$ cat src/rtl/codec_i2s_intf.sv
// I2S master for the stereo codec: derives MCLK/SCLK/LRCLK/RSTn from one frame
// counter, deserializes SDout and serializes the core's samples onto SDin.
// Optional digital loopback: define CODEC_LOOPBACK_EN to add the lpbk input.
module codec_i2s_intf #(
  parameter logic [9:0] CNT_RST = 10'h000
) (
  input  logic        clk,
  input  logic        rst_n,
  input  logic        SDout,
`ifdef CODEC_LOOPBACK_EN
  input  logic        lpbk,
`endif
  input  logic [15:0] lft_out,
  input  logic [15:0] rht_out,
  output logic        MCLK,
  output logic        SCLK,
  output logic        LRCLK,
  output logic        RSTn,
  output logic        SDin,
  output logic [15:0] lft_in,
  output logic [15:0] rht_in,
  output logic        valid
);

  typedef enum logic {
    ST_CODEC_RST = 1'b0,
    ST_RUN       = 1'b1
  } state_e;

  state_e      state_q, state_d;
  logic        run;

  logic [9:0]  cnt_q, cnt_d;
  logic [15:0] rx_q, rx_d;
  logic [15:0] lft_in_q, lft_in_d;
  logic [15:0] rht_in_q, rht_in_d;
  logic        valid_q, valid_d;
  logic        left_ok_q, left_ok_d;
  logic [15:0] tx_lft_q, tx_lft_d;
  logic [15:0] tx_rht_q, tx_rht_d;
  logic [15:0] tx_q, tx_d;

  logic        sclk_rise, sclk_fall;
  logic        lft_cap, rht_cap;
  logic        ld_lft, ld_rht;
  logic [15:0] src_l, src_r;

  // Codec reset sequencer: state register
  always_ff @(posedge clk or negedge rst_n) begin
    if (!rst_n) begin
      state_q <= ST_CODEC_RST;
    end else begin
      state_q <= state_d;
    end
  end

  // Codec reset sequencer: next state, leaves reset on the first counter wrap
  always_comb begin
    state_d = state_q;
    case (state_q)
      ST_CODEC_RST: if (cnt_q == 10'h3FF) state_d = ST_RUN;
      ST_RUN:       state_d = ST_RUN;
      default:      state_d = ST_CODEC_RST;
    endcase
  end

  // Codec reset sequencer: outputs
  always_comb begin
    run = 1'b0;
    case (state_q)
      ST_RUN:  run = 1'b1;
      default: run = 1'b0;
    endcase
  end

  // Event decode is done on the next count so every action lands on the edge
  // where cnt becomes the named value.
  always_comb begin
    cnt_d     = cnt_q + 10'd1;
    sclk_rise = (cnt_d[4:0] == 5'b10000);
    sclk_fall = (cnt_d[4:0] == 5'b00000);
    lft_cap   = run && (cnt_d == 10'h211);
    rht_cap   = run && left_ok_q && (cnt_d == 10'h011);
    ld_lft    = (cnt_d == 10'h020);
    ld_rht    = (cnt_d == 10'h220);
  end

`ifdef CODEC_LOOPBACK_EN
  // rx_q holds the right word being captured on the same edge as rht_in
  always_comb begin
    src_l = lpbk ? lft_in_q : lft_out;
    src_r = lpbk ? rx_q     : rht_out;
  end
`else
  always_comb begin
    src_l = lft_out;
    src_r = rht_out;
  end
`endif

  always_comb begin
    rx_d      = rx_q;
    lft_in_d  = lft_in_q;
    rht_in_d  = rht_in_q;
    valid_d   = 1'b0;
    left_ok_d = left_ok_q;
    tx_lft_d  = tx_lft_q;
    tx_rht_d  = tx_rht_q;

    if (sclk_rise) rx_d = {rx_q[14:0], SDout};

    if (lft_cap) begin
      lft_in_d  = rx_q;
      left_ok_d = 1'b1;
    end else if (cnt_d == 10'h011) begin
      left_ok_d = 1'b0;
    end

    if (rht_cap) begin
      rht_in_d = rx_q;
      valid_d  = 1'b1;
      tx_lft_d = src_l;
      tx_rht_d = src_r;
    end
  end

  // Loads win over the coincident SCLK fall; zero fill pads past bit 0.
  always_comb begin
    tx_d = tx_q;
    if (!run) begin
      tx_d = '0;
    end else if (ld_lft) begin
      tx_d = tx_lft_q;
    end else if (ld_rht) begin
      tx_d = tx_rht_q;
    end else if (sclk_fall) begin
      tx_d = {tx_q[14:0], 1'b0};
    end
  end

  always_ff @(posedge clk or negedge rst_n) begin
    if (!rst_n) begin
      cnt_q     <= CNT_RST;
      rx_q      <= '0;
      lft_in_q  <= '0;
      rht_in_q  <= '0;
      valid_q   <= 1'b0;
      left_ok_q <= 1'b0;
      tx_lft_q  <= '0;
      tx_rht_q  <= '0;
      tx_q      <= '0;
    end else begin
      cnt_q     <= cnt_d;
      rx_q      <= rx_d;
      lft_in_q  <= lft_in_d;
      rht_in_q  <= rht_in_d;
      valid_q   <= valid_d;
      left_ok_q <= left_ok_d;
      tx_lft_q  <= tx_lft_d;
      tx_rht_q  <= tx_rht_d;
      tx_q      <= tx_d;
    end
  end

  assign MCLK   = cnt_q[1];
  assign SCLK   = cnt_q[4];
  assign LRCLK  = cnt_q[9];
  assign RSTn   = run;
  assign SDin   = tx_q[15];
  assign lft_in = lft_in_q;
  assign rht_in = rht_in_q;
  assign valid  = valid_q;

endmodule

$ cat config.mk
export PLATFORM = sky130hd
export DESIGN_NAME = codec_i2s_intf
export DESIGN_NICKNAME = d
export VERILOG_FILES = /design/src/rtl/codec_i2s_intf.sv
export SDC_FILE = /design/constraint.sdc
export NUM_CORES = 1
export LEC_CHECK = 0
export ABC_AREA = 1
export CAP_MARGIN = 10
export CORE_UTILIZATION = 56
export CTS_BUF_LIST = sky130_fd_sc_hd__clkbuf_2
export DETAILED_ROUTE_END_ITERATION = 10
export GPL_TIMING_DRIVEN = 1
export PLACE_DENSITY_LB_ADDON = 0.15
export SYNTH_ARGS = -nofsm -noshare
export SYNTH_HDL_FRONTEND = slang
export SYNTH_SLANG_ARGS = --single-unit
$ cat constraint.sdc
create_clock -name clk -period 2.3 [get_ports clk]
set_clock_uncertainty 0.2 [all_clocks]
set_input_delay 0.46 -clock clk [delete_from_list [all_inputs] [get_ports clk]]
set_output_delay 0.46 -clock clk [all_outputs]
set_load 0.05 [all_outputs]
==> impl_summary.log, run 1 <==
[metrics] H-tree Lvls: 3
[metrics] cell taking the most area after synthesis: dfrtp_1
[metrics] first-pass GRT wire length: 17500 µm
[metrics] remaining number of nets flagged by the antenna check after routing: 0
[metrics] clock edge transition at the registers on the reported setup and hold paths: 0.36 ns
[metrics] predominant post-synthesis flop cell: dfrtp_1
[metrics] Required @ worst endpoint: 2.63 ns
[metrics] Static Leakage: 3.17 nW
[metrics] I/O pin count: 73
[metrics] initial detailed-routing violation count: 226
[metrics] type of destination of the critical path: register
[metrics] placeable core region: 8260 µm²
[metrics] Peak supply drop: 0.381 mV
[metrics] vias in the first global route: 3697
[metrics] number of inserted diodes: 0
[metrics] share of cells above drive strength 1: 14.1%
[metrics] top-count cell post-synth: nand2_1
[metrics] DP Wirelength: 7070 µm
[metrics] number of synthesis warnings: 0
[metrics] Clock Root Buffer: clkbuf_2
[metrics] Placed Instance Area: 5700 µm²
[metrics] GPL Wtd Cong: 0.877
[metrics] start-to-end type of the worst setup path: register to register
[metrics] Max Freq: 444 MHz
[metrics] Setup violations, final: 0
[metrics] kind of launch point of the worst setup path: register
[metrics] Reg-to-Reg Start: cnt_q[4]$_DFF_PN0_
[metrics] worst setup slack for register-to-register paths: 0.05 ns
[metrics] Horiz. Die Dim: 94.7 µm
[metrics] nets@finish: 702
[metrics] Final period util: 98.0%
[metrics] latest clock arrival within the worst-skew pair: 0.62 ns
[metrics] DRC viols: 0
[metrics] total routing resource utilization after global routing: 25.2%
[metrics] final number of hold-violating endpoints: 0
[metrics] fraction of the yosys area taken by sequential cells: 56.7%
[metrics] R2R Path End: tx_rht_q[12]$_DFFE_PN0P_
[metrics] maximum buffer depth of the clock tree: 2
[metrics] dominant cells by area after synthesis: dfrtp_1 57%, nand2_1 21%, inv_1 4.6%, o21ai_0 4.1%, nand3_1 2.5%
[metrics] Die Height: 94.7 µm
[metrics] power per standard cell area: 512 nW/µm²
[metrics] post-layout instance count excluding filler cells: 774
[metrics] total instance count after detailed placement: 750
[metrics] detail-routed net length per standard cell: 14.1 µm
[metrics] total die area: 8970 µm²
[metrics] final design utilization: 72.5%
[metrics] Crit path arrival time: 2.58 ns
[metrics] Slew HR: 58.2%
[metrics] input/output buffers: 72
[metrics] cell repeated most along the worst path: nand2_1
[metrics] number of instances in the synthesized netlist: 582
[metrics] Syn-to-layout area delta: 24.4%
[metrics] post-layout power: 3.07 mW
[metrics] Least-Margin Pin Slew: 0.627 ns
[metrics] summed area of non-filler cells in the final layout: 5990 µm²
[metrics] total clock sinks: 109
[metrics] flop and latch count out of synthesis: 109
[metrics] count of cells along the worst register-to-register path: 10
[metrics] clock tree from TritonCTS: done
[metrics] reported max-cap violation count: 0
[metrics] number of pins exceeding their max-slew limit in the final report: 0
[metrics] row count: 33
[metrics] worst-path cell with the longest stage delay: dfrtp_2
[metrics] total number of vias: 4043
[metrics] initial antenna violation count: 0
[metrics] syn_area_per_cell: 8.27 µm²
[metrics] result of the run: finished clean
[metrics] pin count of the biggest net entering global routing: 41
[metrics] router iterations before antenna repair: 6
[metrics] slowest cell delay on critical path: 0.51 ns
[metrics] post-route minimum period: 2.25 ns
[metrics] Routed WL: 10900 µm
[metrics] synth unique cells: 24
[metrics] fraction of registers with async set or reset after synthesis: 100%
[metrics] Post-synth top cells: 263 x nand2_1, 109 x dfrtp_1, 59 x inv_1, 39 x o21ai_0, 24 x nand3_1
[metrics] crit-path max FO: 21
[metrics] total gr overflow: 0
[metrics] number of CTS-inserted buffers: 9
[metrics] area share of the leading cell type in the synthesized netlist: 56.7%
[metrics] combined area of all synthesized cells: 4810 µm²
[metrics] net count of the mapped netlist: 620
[metrics] number of enable-type register cells in the synthesized netlist: 0
[metrics] average vias per placed instance: 5.22
[metrics] initial standard-cell utilization of the core: 58.3%
[metrics] worst min-delay path category: input pin to async pin
[metrics] cell chain of the critical path: nand2_1 > nor2_1 > nand3_1 > nand2_1 > nand4_1 > nor2_4 > nand3_4 > buf_6 > nand2_1 > nand2_1
[stage by stage]
stage | TNS [ns] | hold WS (ns) | worst slack [ns]
after global placement | -0.0138 | 0.256 | -0.00850
after CTS | 0 | 0.0638 | 0.00891
final | 0 | 0.0807 | 0.0455
after global routing | -0.340 | 0.0502 | -0.0554
after floorplan | 0 | -0.0356 | 0.0116
after detailed placement | -1.76 | 0.264 | -0.128
[worst max-delay path, delay by kind of cell, from the launching register on]
| family | cells | cell delay (ns) |
|---|---|---|
| AND/OR/NAND/NOR | 9 | 1.25 |
| flip-flops | 1 | 0.51 |
| buffers and inverters | 1 | 0.21 |
[flip-flops by register name (all words and copies together) (netlist names)]
signal and flops:
tx_rht_q 16, tx_q 16, left_ok_q 1, state_q 1, cnt_q 10, rht_in 16
rx_q 16, valid 1, tx_lft_q 16, lft_in 16
[cell usage in the layout, fill, tap and decap left out, types with 3 or more instances in the layout]
cell type,count
nand2_2,4
inv_2,4
clkdlybuf4s50_1,33
nand2_1,258
clkdlybuf4s15_1,10
dfrtp_2,3
dlygate4sd2_1,9
buf_12,6
nand2_4,4
buf_4,16
buf_6,3
nor2_1,7
clkbuf_2,25
o21ai_1,11
inv_1,59
clkinv_8,5
dfrtp_1,106
nor2_4,4
nor2_2,5
nand3_1,21
o21ai_0,38
nand3_2,5
o211ai_1,15
[timing repair]
action / 4_1_cts / 5_1_grt
gates cloned: 0 / 3
gates resized for setup: 44 / 62
hold buffers: 1 / 0
buffers inserted: 0 / 4
endpoints found under the hold margin: 109 / 0
pin swaps: 0 / 6
setup endpoints to repair: 72 / 55
[cells by family (layout without fill, tap and decap cells)]
logic type	Yosys count	count (layout)	synth area share (%)
AND/OR/NAND/NOR	313	313	26.7
flip-flops	109	109	56.7
adder cells (fa/ha/maj)	3	3	0.780
AO/OA/AOI/OAI	68	68	7.90
buffers and inverters	89	176	7.96
[cell type report]
class | instances | area [µm²]
flip-flops and latches | 109 | 2730
inverters | 64 | 253
repair buffers | 96 | 923
clock buffers | 9 | 45.0
fillers | 630 | 2270
clock inverters | 7 | 115
multi-input cells | 384 | 1790
well taps | 105 | 131
[worst max path at each step]
stage / start / to
2_1_floorplan: cnt_q[4]$_DFF_PN0_ / rht_in[3]$_DFFE_PN0P_
3_3_place_gp: cnt_q[1]$_DFF_PN0_ / tx_q[6]$_DFFE_PN0P_
3_5_place_dp: cnt_q[1]$_DFF_PN0_ / tx_q[5]$_DFFE_PN0P_
4_1_cts: rht_in[8]$_DFFE_PN0P_ / rht_in[8]
5_1_grt: cnt_q[4]$_DFF_PN0_ / rht_in[15]$_DFFE_PN0P_
6_report: cnt_q[4]$_DFF_PN0_ / tx_rht_q[12]$_DFFE_PN0P_
[power breakdown]
part	leakage (nW)	total, mW	internal, mW	switching, mW
Sequential	1.33	1.93	1.93	0.00104
Combinational	1.75	0.107	0.0587	0.0481
Clock	0.0897	1.03	0.304	0.727
Total	3.17	3.07	2.29	0.776
[routing by layer]
layer / GRT usage, % / wire (µm)
met4: 6.44 / 121
met3: 5.64 / 615
met1: 36.0 / 4990
met5: 0 / 0
met2: 39.3 / 5160
No activity file was read; power rests on OpenSTA's default activity.
==> inputs of run 2 (changes only) <==
Settings changed: ABC_CLOCK_PERIOD_IN_PS from default to 2300, CTS_CLUSTER_DIAMETER from default to 100.
==> results of run 2 <==
No change in the layout: final DEF, timing and power equal those of run 1.
